`src/rtl/inst_fetch.sv`:
```
// Instruction-fetch stage: issues one req/ack bus read per PC, buffers the
// returned word for IF/ID and stalls the front end until the word is ready.
module inst_fetch (
  input  logic        clk,
  input  logic        rst,
  input  logic [31:0] pc_i,
  input  logic        ce_i,
  input  logic [5:0]  stall_i,
  input  logic        flush_i,
  output logic        mem_req_o,
  output logic [31:0] mem_addr_o,
  input  logic        mem_ack_i,
  input  logic [31:0] mem_rdata_i,
  output logic [31:0] if_pc_o,
  output logic [31:0] if_inst_o,
  output logic        if_valid_o,
  output logic        if_adel_o,
  output logic        stallreq_o
);

  localparam logic [1:0] S_IDLE  = 2'd0;
  localparam logic [1:0] S_WAIT  = 2'd1;
  localparam logic [1:0] S_DRAIN = 2'd2;
  localparam logic [1:0] S_DONE  = 2'd3;

  logic [1:0]  state_q, state_d;
  logic        mem_req_q, mem_req_d;
  logic [31:0] mem_addr_q, mem_addr_d;
  logic [31:0] req_pc_q, req_pc_d;
  logic [31:0] inst_buf_q, inst_buf_d;
  logic        adel_buf_q, adel_buf_d;
  logic        abort;
  logic        unused_stall;

  // Only the IF/ID hold bit of the stall vector matters here.
  assign unused_stall = ^{stall_i[5:2], stall_i[0]};
  assign abort        = flush_i | ~ce_i;

  always_comb begin
    state_d    = state_q;
    mem_req_d  = mem_req_q;
    mem_addr_d = mem_addr_q;
    req_pc_d   = req_pc_q;
    inst_buf_d = inst_buf_q;
    adel_buf_d = adel_buf_q;
    case (state_q)
      S_IDLE: begin
        if (ce_i && !flush_i) begin
          req_pc_d = pc_i;
          if (pc_i[1:0] == 2'b00) begin
            mem_req_d  = 1'b1;
            mem_addr_d = pc_i;
            state_d    = S_WAIT;
          end else begin
            adel_buf_d = 1'b1;
            inst_buf_d = 32'h0;
            state_d    = S_DONE;
          end
        end
      end
      S_WAIT: begin
        if (mem_ack_i) begin
          mem_req_d = 1'b0;
          if (abort) begin
            state_d = S_IDLE;
          end else begin
            inst_buf_d = mem_rdata_i;
            adel_buf_d = 1'b0;
            state_d    = S_DONE;
          end
        end else if (abort) begin
          // Request cannot be withdrawn; wait out the ack and drop the data.
          state_d = S_DRAIN;
        end
      end
      S_DRAIN: begin
        if (mem_ack_i) begin
          mem_req_d = 1'b0;
          state_d   = S_IDLE;
        end
      end
      S_DONE: begin
        if (flush_i || !stall_i[1]) begin
          state_d = S_IDLE;
        end
      end
      default: state_d = S_IDLE;
    endcase
  end

  always_ff @(posedge clk or negedge rst) begin
    if (!rst) begin
      state_q    <= S_IDLE;
      mem_req_q  <= 1'b0;
      mem_addr_q <= 32'h0;
      req_pc_q   <= 32'h0;
      inst_buf_q <= 32'h0;
      adel_buf_q <= 1'b0;
    end else begin
      state_q    <= state_d;
      mem_req_q  <= mem_req_d;
      mem_addr_q <= mem_addr_d;
      req_pc_q   <= req_pc_d;
      inst_buf_q <= inst_buf_d;
      adel_buf_q <= adel_buf_d;
    end
  end

  assign mem_req_o  = mem_req_q;
  assign mem_addr_o = mem_addr_q;
  assign if_valid_o = (state_q == S_DONE);
  assign if_inst_o  = if_valid_o ? inst_buf_q : 32'h0;
  assign if_pc_o    = if_valid_o ? req_pc_q : 32'h0;
  assign if_adel_o  = if_valid_o ? adel_buf_q : 1'b0;
  // PC may advance on the same edge IF/ID captures the word.
  assign stallreq_o = ce_i & (state_q != S_DONE);

endmodule

```
`config.mk`:
```
export PLATFORM = sky130hd
export DESIGN_NAME = inst_fetch
export DESIGN_NICKNAME = d
export VERILOG_FILES = /design/src/rtl/inst_fetch.sv
export SDC_FILE = /design/constraint.sdc
export NUM_CORES = 1
export LEC_CHECK = 0
export CAP_MARGIN = 40
export CORE_ASPECT_RATIO = 1.25
export CORE_MARGIN = 3
export CORE_UTILIZATION = 48
export DETAILED_ROUTE_END_ITERATION = 7
export PLACE_DENSITY = 0.86
export SLEW_MARGIN = 5
export SYNTH_ARGS = -nofsm -noshare
export SYNTH_HDL_FRONTEND = slang
export SYNTH_SLANG_ARGS = --single-unit
```
`constraint.sdc`:
```
create_clock -name clk -period 3.5 [get_ports clk]
set_input_delay 0.525 -clock clk [delete_from_list [all_inputs] [get_ports clk]]
set_output_delay 0.525 -clock clk [all_outputs]
set_load 0.01 [all_outputs]
```
; Word level (Yosys, flattened, before mapping)
; Cells that the tools add are included.
[totals]
ff_bits = 100
in_bits = 75
out_inout_bits = 100
wordCells = 61
[classes]
n_eq_ne = 13
n_mux = 25
bitwise = 3
n_reduce_logical = 14
[op_table]
columns = op, n
row1 = 32-bit two-way mux, 6
row2 = 32-bit one-hot mux with 2 select lines, 1
row3 = 2-bit two-way mux, 7
row4 = "2-bit != test, second input constant", 7
row5 = 1-bit two-way mux, 8
row6 = 2-bit one-hot mux with 4 select lines, 1
row7 = 4-bit AND reduction, 2
row8 = 5-bit AND reduction, 1
row9 = "2-bit equality test, second input constant", 2
row10 = 2-bit logical NOT, 2
row11 = "2-bit by 1-bit != test with 1-bit output, second input constant", 2
row12 = 1-bit one-hot mux with 2 select lines, 2
row13 = 2-bit nonzero test, 2
row14 = "3-bit != test, second input constant", 1
row15 = 3-bit AND reduction, 1
row16 = "2-bit by 1-bit equality test with 1-bit output, second input constant", 1
row17 = 1-bit logical NOT, 2
row18 = 2-bit AND reduction, 1
row19 = 2-bit OR reduction, 1
row20 = 1-bit bitwise AND, 1
row21 = 1-bit logical AND, 1
row22 = 1-bit logical OR, 1
row23 = 1-bit inverter, 1
row24 = 1-bit bitwise OR, 1

; Depth between registers and ports, before layout
[depth]
ltp_word = 5
depth_mapped = 8
depth_no_buf = 5

; Worst setup path after synthesis
; Ideal clock, no wire load.
[synth_path]
path_kind = reg2reg
from = reg state_q[0]
to = reg mem_addr_q[10], in the netlist mem_addr_o[10]
setup_ps = 125
arrival_ps = 1726
required_ps = 3375
path_slack_ps = 1649
stages_incl_launch_ff = 8
n_path_buf = 2
synth_period_minus_slack_ps = 1851
cell_sequence = dfrtp_1 > inv_1 > ha_1 > nand2_2 > or3_1 > buf_2 > buf_6 > mux2_4
[synth_between]
elab_chain_len = 2
[synth_rtl]
columns = item, line_no
row1 = "start, declared", 26  ; logic [1:0] state_q, state_d;
row2 = "start signal, assigned", 100  ; state_q <= state_d;
row3 = 2-bit logical NOT, 46  ; case (state_q)
row4 = 3-bit AND reduction (no line), -
row5 = "end signal, assigned", 102  ; mem_addr_q <= mem_addr_d;
row6 = "end, declared", 28  ; logic [31:0] mem_addr_q, mem_addr_d;
; No other way between the ends.
; A chain may end at the register's enable or synchronous reset.

; Final worst setup path
[layout_path]
from = reg state_q[0]
to = out if_inst_o[29]
[layout_between]
elab_chain_len = 2
[layout_rtl]
columns = item, line_no
row1 = 2-bit equality test, 111  ; assign if_valid_o = (state_q == S_DONE);
row2 = 32-bit two-way mux, 112  ; assign if_inst_o = if_valid_o ? inst_buf_q : 32'h0;
row3 = "end, declared", 15  ; output logic [31:0] if_inst_o,
; No other way between the ends.

==> results.sh <==
export IMPL_grt_pass1_wl_um=17700
export IMPL_cp_end_kind="primary output"
export IMPL_fin_crit_ps=2740
export IMPL_placementRows=39
export IMPL_vias_per_cell=4.96
export IMPL_critical_path_class="reg2out"
export IMPL_ctsLongestPathBuffers=2
export IMPL_cts_resized_gates=0
export IMPL_rsz0062_at_grt="no"
export IMPL_cts_hold_buf=0
export IMPL_fin_setup_tns_ps=0
export IMPL_cts_tree="done"
export IMPL_detailedRoute_firstPassIterationCount=4
export IMPL_antenna_cells=0
export IMPL_hp_class="in2async"
export IMPL_ys_seq_area_share_pct=53.7
export IMPL_synth_ff_type="dfrtp_1"
export IMPL_r2r_start="state_q[0]"
export IMPL_dp_final_hpwl_um=8100
export IMPL_maxCapViolCount=0
export IMPL_dp_cells=658
export IMPL_syn_num_nets=462
export IMPL_wirelength_um=11200
export IMPL_r2r_setup_slack_ps=1200
export IMPL_grtUsageTotal_pct=21.0
export IMPL_post_drt_wl_per_cell_um=16.6
export IMPL_vdd_ir_drop_max_mv=0.469
export IMPL_arrival_ps=2210
export IMPL_slew_viol_final=0
export IMPL_dr_first_iter_drc_count=105
export IMPL_port_buffers=169
export IMPL_synth_cell_types=25
export IMPL_final_nets=627
export IMPL_path_max_fanout=46
export IMPL_fin_cells=674
export IMPL_htree_levels=3
export IMPL_worst_slew_pin_slew_ps=618
export IMPL_ios=175
export IMPL_synthArstFlopShare_pct=100
export IMPL_final_antenna_net_count=0
export IMPL_cts_buffers=9
export IMPL_fin_area_um2=6820
export IMPL_clk_latency_ps=340
export IMPL_period_share_pct=78.2
export IMPL_placed_area_um2=6500
export IMPL_p_leak_nw=3.21
export IMPL_vias=3341
export IMPL_cts_setup_buffers=0
export IMPL_die_area_um2=10900
export IMPL_area_delta_synth_final_pct=46.4
export IMPL_grt_pass1_vias=3470
export IMPL_root_buffer="clkbuf_16"
export IMPL_synth_edff_count=0
export IMPL_start_util_pct=50.0
export IMPL_max_freq_ghz=0.365
export IMPL_gr_total_overflow=0
export IMPL_drcViolationCount=0
export IMPL_r2r_cells=6
export IMPL_cp_start_kind="flip-flop"
export IMPL_path_clk_slew_ps=70
export IMPL_core_um2=9320
export IMPL_cts_sinks=100
export IMPL_synthCells=381
export IMPL_worstReg2RegEnd="mem_addr_o[21]"
export IMPL_avgSynthCellArea_um2=12.2
export IMPL_setup_viol=0
export IMPL_synth_seq_cells=100
export IMPL_hold_ws_ps=194
export IMPL_final_layout_size_suffix_gt1_share_pct=16.7
export IMPL_fp_dieH_um=116
export IMPL_powerDensity_nw_per_um2=805
export IMPL_utilization_pct=73.2
export IMPL_fin_skew_ps=5.07
export IMPL_gp_congestion=0.842
export IMPL_grt_max_degree=47
export IMPL_die_width_um=94.1
export IMPL_yosys_warnings=0
export IMPL_critPathRequiredTime_ps=2970
export IMPL_slew_headroom_pct=58.8
export IMPL_outcome="finished clean"
export IMPL_syn_area_um2=4660
export IMPL_antenna_found_initial=0
export IMPL_hold_viol=0
==> where the power goes <==
group | internal, mW | total, mW | switching (mW)
clock network | 0.630 | 1.07 | 0.438
registers | 1.70 | 1.99 | 0.283
logic | 1.42 | 2.44 | 1.02
total | 3.75 | 5.49 | 1.74
==> routing by layer <==
metal	vias to the layer above	track usage, %	share of wire, %
met3	12	4.57	6.9
met2	133	35.5	50
li1	1561	-	-
met5	-	0	0
met4	0	7.71	1.5
met1	1635	26.7	41
==> area by class of cell <==
type / count / area [µm²]
timing repair buffer: 176 / 1790
sequential: 100 / 2500
inverter: 37 / 139
clock inverter: 7 / 98.8
clock buffer: 9 / 225
fill: 636 / 2500
multi-input combinational: 222 / 1910
tap: 123 / 154
==> stage by stage <==
| stage | total power, mW | setup WS (ps) |
|---|---|---|
| 2_1_floorplan | 3.32 | 1650 |
| 3_3_place_gp | 4.32 | 732 |
| 3_5_place_dp | 4.47 | 757 |
| 4_1_cts | 5.55 | 705 |
| 5_1_grt | 5.83 | 609 |
| 6_report | 5.49 | 763 |
==> cell usage in the layout (no fill, tap or decap), drive strengths merged <==
cell type and n:
clkdlybuf4s50 168, dfrtp 100, and2 67, mux2 63, inv 38, mux2i 35, nand2 34, clkbuf 9
buf 8, ha 6, o21ai 5, clkinv 3, bufinv 2, nor2b 2, nand2b 1, a221o 1
or3 1, nor3 1, a31oi 1, a21oi 1, a32oi 1, o31ai 1, o41ai 1, a22o 1
clkinvlp 1
==> registers in the layout, summed over array words and instances, names as in the netlist <==
name and flops:
state_q 2, mem_addr_o 32, req_pc_q 32, adel_buf_q 1, mem_req_o 1, inst_buf_q 32
==> worst max path at each step <==
| stage | startpoint | endpoint | slack, ps | cells after the start |
|---|---|---|---|---|
| floorplan | state_q[0] | mem_addr_o[10] | 1650 | 7 |
| global placement | ce_i | mem_addr_o[17] | 730 | 5 |
| detailed placement | ce_i | mem_addr_o[16] | 760 | 6 |
| CTS | state_q[0] | if_pc_o[31] | 700 | 4 |
| global route | state_q[0] | if_pc_o[26] | 610 | 4 |
| finish | state_q[0] | if_inst_o[29] | 760 | 4 |
==> cells in the mapped netlist (3+ instances only) <==
library cell,n,share of area [%]
nand2_1,33,2.7
mux2i_1,35,7.5
ha_1,6,1.6
mux2_4,28,9.0
inv_1,37,3.0
buf_2,6,0.64
buf_6,3,0.72
clkbuf_1,13,1.0
mux2_2,35,8.5
o21ai_0,5,0.54
and2_1,67,9.0
dfrtp_1,100,54
==> critical path, cell delays in order (launching register included) <==
cell and delay [ps]:
dfrtp_1 400, ha_2 490, buf_12 260, and2_1 180
clkdlybuf4s50_1 540
==> kinds of logic (layout without fill, tap and decap cells) <==
group,after synthesis,in the layout,synth area share (%)
simple gates,106,106,12.6
flops,100,100,53.7
mux,98,98,25.0
buf+inv,59,229,5.40
compound gates,12,12,1.72
fa+ha+maj,6,6,1.61
No activity file was read; power rests on OpenSTA's default activity.
